$ cat src/rtl/bit_serial_collect_reg.sv
// Bit-serial to parallel collector: shifts one bit per lane (MSB first) and presents
// reassembled words with valid/ready. Define BIT_SERIAL_COLLECT_DBUF_EN for double buffering.
module bit_serial_collect_reg #(
  parameter int DATA_WIDTH = 8,
  parameter int VEC_LENGTH = 8
) (
  input  logic                                   clk,
  input  logic                                   reset,
  input  logic [VEC_LENGTH-1:0]                  d_in,
  input  logic                                   in_valid,
  output logic                                   in_ready,
  input  logic                                   clear,
  output logic [VEC_LENGTH-1:0][DATA_WIDTH-1:0]  d_out,
  output logic                                   out_valid,
  input  logic                                   out_ready,
  output logic [$clog2(DATA_WIDTH)-1:0]          bit_cnt
);

  localparam int              CW   = $clog2(DATA_WIDTH);
  localparam logic [CW-1:0]   LAST = CW'(DATA_WIDTH - 1);

  typedef enum logic {S_COLLECT = 1'b0, S_HOLD = 1'b1} state_t;

  state_t                                 r_state;
  state_t                                 w_state_next;
  logic [VEC_LENGTH-1:0][DATA_WIDTH-2:0]  r_sreg;
  logic [VEC_LENGTH-1:0][DATA_WIDTH-1:0]  w_shifted;
  logic [VEC_LENGTH-1:0][DATA_WIDTH-1:0]  r_d_out;
  logic [CW-1:0]                          r_bit_cnt;
  logic                                   w_accept;
  logic                                   w_final;
  logic                                   w_pop;

  assign d_out   = r_d_out;
  assign bit_cnt = r_bit_cnt;

  // A slice coinciding with clear is dropped, so clear gates the accept.
  assign w_accept = in_valid & in_ready & ~clear;
  assign w_final  = w_accept & (r_bit_cnt == LAST);
  assign w_pop    = out_valid & out_ready;

  // Per-lane shift of the stored bits with the incoming bit appended as LSB
  always_comb begin
    for (int j = 0; j < VEC_LENGTH; j++) begin
      w_shifted[j] = {r_sreg[j], d_in[j]};
    end
  end

  // FSM state register
  always_ff @(posedge clk) begin
    if (reset) begin
      r_state <= S_COLLECT;
    end else begin
      r_state <= w_state_next;
    end
  end

  // FSM next-state logic
  always_comb begin
    w_state_next = r_state;
    if (clear) begin
      w_state_next = S_COLLECT;
    end else begin
      case (r_state)
        S_COLLECT: w_state_next = w_final ? S_HOLD : S_COLLECT;
        S_HOLD:    w_state_next = (w_pop && !w_final) ? S_COLLECT : S_HOLD;
        default:   w_state_next = S_COLLECT;
      endcase
    end
  end

  // FSM outputs: only registered state, bit count and out_ready feed the handshake
  always_comb begin
    out_valid = 1'b0;
    in_ready  = 1'b1;
    case (r_state)
      S_COLLECT: begin
        out_valid = 1'b0;
        in_ready  = 1'b1;
      end
      S_HOLD: begin
        out_valid = 1'b1;
`ifdef BIT_SERIAL_COLLECT_DBUF_EN
        in_ready  = !(!out_ready && (r_bit_cnt == LAST));
`else
        in_ready  = 1'b0;
`endif
      end
      default: begin
        out_valid = 1'b0;
        in_ready  = 1'b1;
      end
    endcase
  end

  // Shift registers, bit counter and output word register
  always_ff @(posedge clk) begin
    if (reset) begin
      r_sreg    <= '0;
      r_bit_cnt <= '0;
      r_d_out   <= '0;
    end else if (clear) begin
      r_sreg    <= '0;
      r_bit_cnt <= '0;
    end else if (w_accept) begin
      for (int j = 0; j < VEC_LENGTH; j++) begin
        r_sreg[j] <= w_shifted[j][DATA_WIDTH-2:0];
      end
      if (w_final) begin
        r_bit_cnt <= '0;
        r_d_out   <= w_shifted;
      end else begin
        r_bit_cnt <= r_bit_cnt + CW'(1);
      end
    end
  end

endmodule

$ cat config.mk
export PLATFORM = sky130hd
export DESIGN_NAME = bit_serial_collect_reg
export DESIGN_NICKNAME = d
export VERILOG_FILES = /design/src/rtl/bit_serial_collect_reg.sv
export SDC_FILE = /design/constraint.sdc
export NUM_CORES = 1
export LEC_CHECK = 0
export CORE_ASPECT_RATIO = 1.1
export CORE_MARGIN = 5
export CORE_UTILIZATION = 55
export DETAILED_ROUTE_END_ITERATION = 6
export GPL_TIMING_DRIVEN = 0
export PLACE_DENSITY = 0.87
export SLEW_MARGIN = 20
export SYNTH_ARGS = -nofsm -noshare
export SYNTH_HDL_FRONTEND = slang
export SYNTH_SLANG_ARGS = --single-unit
$ cat constraint.sdc
create_clock -name clk -period 4.3 [get_ports clk]
set_input_delay 0.86 -clock clk [delete_from_list [all_inputs] [get_ports clk]]
set_output_delay 0.86 -clock clk [all_outputs]
set_load 0.01 [all_outputs]
==> impl_summary.log <==
INFO  metric outcome = complete, no violations
INFO  metric hpwlAfterDp = about 7000 um
INFO  metric detailedRoute.firstIterationViolations = 168
INFO  metric cpMaxStageDelayCell = clkdlybuf4s50_1
INFO  metric grt_pass1_wl = 17460 um
INFO  metric cts_setup_buffers = 0
INFO  metric share_of_synthesized_area_occupied_by_flip_flops_and_latches = 0.5700
INFO  metric synth_area_leaders = dfxtp_1 57%, nand2_1 21%, a21oi_1 14%
INFO  metric data_required_time_at_the_worst_endpoint = 3440 ps
INFO  metric synthesis.instances = 544
INFO  metric clock_tree_from_tritoncts = yes
INFO  metric cell_area_synth = ~4400 sq um
INFO  metric synth_common_cells = 243 x nand2_1, 124 x dfxtp_1, 123 x a21oi_1
INFO  metric fp.coreArea = 7828 sq um
INFO  metric synth_largest_area_cell = dfxtp_1
INFO  metric number_of_synthesized_flops_with_an_enable_pin = 0
INFO  metric drc_errors = 0
INFO  metric setup-tns-final = 0 ps
INFO  metric ant_nets = 0
INFO  metric flow.area_growth_from_synthesis = 34.90%
INFO  metric synth_top_cell_area_share = 0.5700
INFO  metric initial_utilization = 0.5564
INFO  metric total_leakage_power = between 1.5 and 2 nW
INFO  metric holdBufCountCts = 0
INFO  metric gr-usage-all-layers = 0.2279
INFO  metric async_flop_share = 0
INFO  metric io_buffers = just over 80
INFO  metric maxSlewViolCount = 0
INFO  metric final.min_clock_period = about 2400 ps
INFO  metric synth_area_per_cell = 8.006 sq um
INFO  metric criticalPathCategory = flip-flop to output pin
INFO  metric num_vias = 3994
INFO  metric first_global_vias = 3901
INFO  metric power.density_cell_area = roughly 440 nW/um^2
INFO  metric num_antenna_cells = 0
INFO  metric transition_time_of_the_tightest_slew_check_pin = roughly 610 ps
INFO  metric timing.max_cap.violations = 0
INFO  metric report.final.hold_viol_count = 0
INFO  metric share_of_layout_cells_above_drive_strength_1 = 0.08092
INFO  metric power.total = 2.591 mW
INFO  metric ir_drop = roughly 0.00030 V
INFO  metric cts_sinks = ~120
INFO  metric die_height = between 100 and 150 um
INFO  metric max_freq = between 400 and 500 MHz
INFO  metric cts.root.buffer_cell = clkbuf_8
INFO  metric grt_antenna_before_repair = 0
INFO  metric synthesis.nets = 559
INFO  metric synth-main-ff-cell = dfxtp_1
INFO  metric nFillCells = around 560
INFO  metric grt_setup_unrepaired = no
INFO  metric worst_ep_arrival_time = between 1500 and 2000 ps
INFO  metric place_congestion = 0.8398
INFO  metric detailedRoute.firstPassIterationCount = 5
INFO  metric fp.dieArea = between 9000 and 10000 sq um
INFO  metric num-nets-final = 659
INFO  metric synth-seq-cells = 124
INFO  metric max-slew-margin-rel = 0.5935
INFO  metric num_rows = 34
INFO  metric post_cts_clock_slew_at_the_launch_and_capture_registers_of_the_worst_setup_and_hold_paths = around 50 ps
INFO  metric dpl_worst_slack = about 1800 ps
INFO  metric global_route_overflow = 0
INFO  metric worst-r2r-setup-slack = ~2600 ps
INFO  metric postLayoutSetupSlackWorst = roughly 1900 ps
INFO  metric count_of_final_setup_violators = 0
INFO  metric worst_path_dominant_cell_family = buffers and inverters
INFO  metric detail_route.wl_per_cell = roughly 14 um
INFO  metric dieWidth = about 95 um
INFO  metric min_period_over_period = 0.5551
INFO  metric yosys.cell_types.count = 17
INFO  metric final_design_area_excluding_fillers = ~5900 sq um
INFO  metric ctsHtreeMaxLevel = 4
INFO  metric clk_path_buf_depth = 2
INFO  metric finalWirelength = 10700 um
INFO  metric worst_setup_path_end_kind = output pin
INFO  metric post_route_utilization = 0.7506
INFO  metric avgViaCountPerCell = roughly 5.2
INFO  metric grt_start_max_net_pins = 17
INFO  metric worstPathCellList = clkdlybuf4s50_1
INFO  metric post_dp_cell_area = roughly 5300 sq um
INFO  metric timing.hold.worst.class = flip-flop to flip-flop
INFO  metric clock_latency = just over 500 ps
INFO  metric top_fanout_value_on_the_critical_path = 7
INFO  metric critical_path_buf_inv_count = 1
INFO  metric post_cts.resized_instances = 0
INFO  metric worst_clock_skew = around 4.6 ps
INFO  metric num_io_pins = between 80 and 90
INFO  metric multiInputGateArea = roughly 1600 sq um
INFO  metric ff_latch_area = 2482 sq um
INFO  metric inserted_clock_buffers = 17
INFO  metric yosys_warnings = 0
INFO  metric critical-path-max-stage-delay = ~580 ps
INFO  metric count_leader_synth = nand2_1
INFO  metric worst_setup_path_start_kind = flip-flop
-- final timing paths --
kind | cells after the start | end | from
setup / recovery | 1 | out_valid | r_state
hold / removal | 2 | d_out[10] | d_out[10]
setup reg to reg | 7 | d_out[24] | bit_cnt[0]
hold reg to reg | 2 | d_out[10] | d_out[10]
-- cells in the final DEF, fill, tap and decap left out --
master | Yosys | final
dfxtp_1 | 124 | 124
nand3b_1 | 1 | 1
a21oi_1 | 123 | 123
clkinv_2 | 0 | 4
buf_6 | 8 | 8
or2_2 | 1 | 1
nor2b_1 | 1 | 1
nand2b_1 | 2 | 2
nor2_1 | 2 | 2
and4bb_1 | 1 | 1
clkdlybuf4s50_1 | 0 | 81
mux2i_1 | 1 | 1
clkbuf_16 | 0 | 16
clkbuf_8 | 0 | 6
ha_1 | 2 | 2
nand2_1 | 243 | 243
buf_2 | 11 | 11
inv_1 | 1 | 1
nand4bb_1 | 1 | 1
bufinv_16 | 0 | 2
clkinvlp_4 | 0 | 1
buf_4 | 4 | 4
clkbuf_1 | 18 | 19
-- cell families after synthesis --
logic type	Yosys count	share of synthesized area
buf+inv	42	0.05659
simple gates	252	0.2241
fa+ha+maj	2	0.005745
compound gates	123	0.1413
mux	1	0.002298
flops	124	0.5700
-- sequential cells by signal (all words and copies together) (netlist names) --
register,flops
bit_cnt,3
d_out,64
r_sreg,56
r_state,1
-- cell type report --
type	count	area share
Multi-Input combinational cell	378	0.2768
Tap cell	108	0.02300
Timing Repair Buffer	81	0.1380
Clock inverter	7	0.01491
Inverter	1	0.0006388
Sequential cell	124	0.4225
Buffer	41	0.04131
Clock buffer	23	0.08284
-- power breakdown --
group          internal, mW  total (mW)  switching [mW]  leakage [nW]
Sequential             1.15        1.16         0.00313         0.999
Combinational        0.0233      0.0704          0.0471         0.668
Clock                 0.890        1.36           0.474         0.286
Total                  2.07        2.59           0.524          1.95
-- per-layer routing --
layer,global-route usage,part of all wire,vias to the layer above
met5,0,0,-
met4,0.07769,0.017,0
met3,0.07381,0.063,19
met2,0.4067,0.50,148
met1,0.2566,0.41,1883
li1,-,-,1944
-- metrics by stage --
step / hold WS (ps) / cells
after detailed placement: 447.1 / 733
after floorplan: 432.1 / 544
after CTS: 454.6 / 763
after global routing: 473.0 / 763
final: 452.2 / 763
after global placement: 439.4 / 733
(Power assumes the default switching activity.)
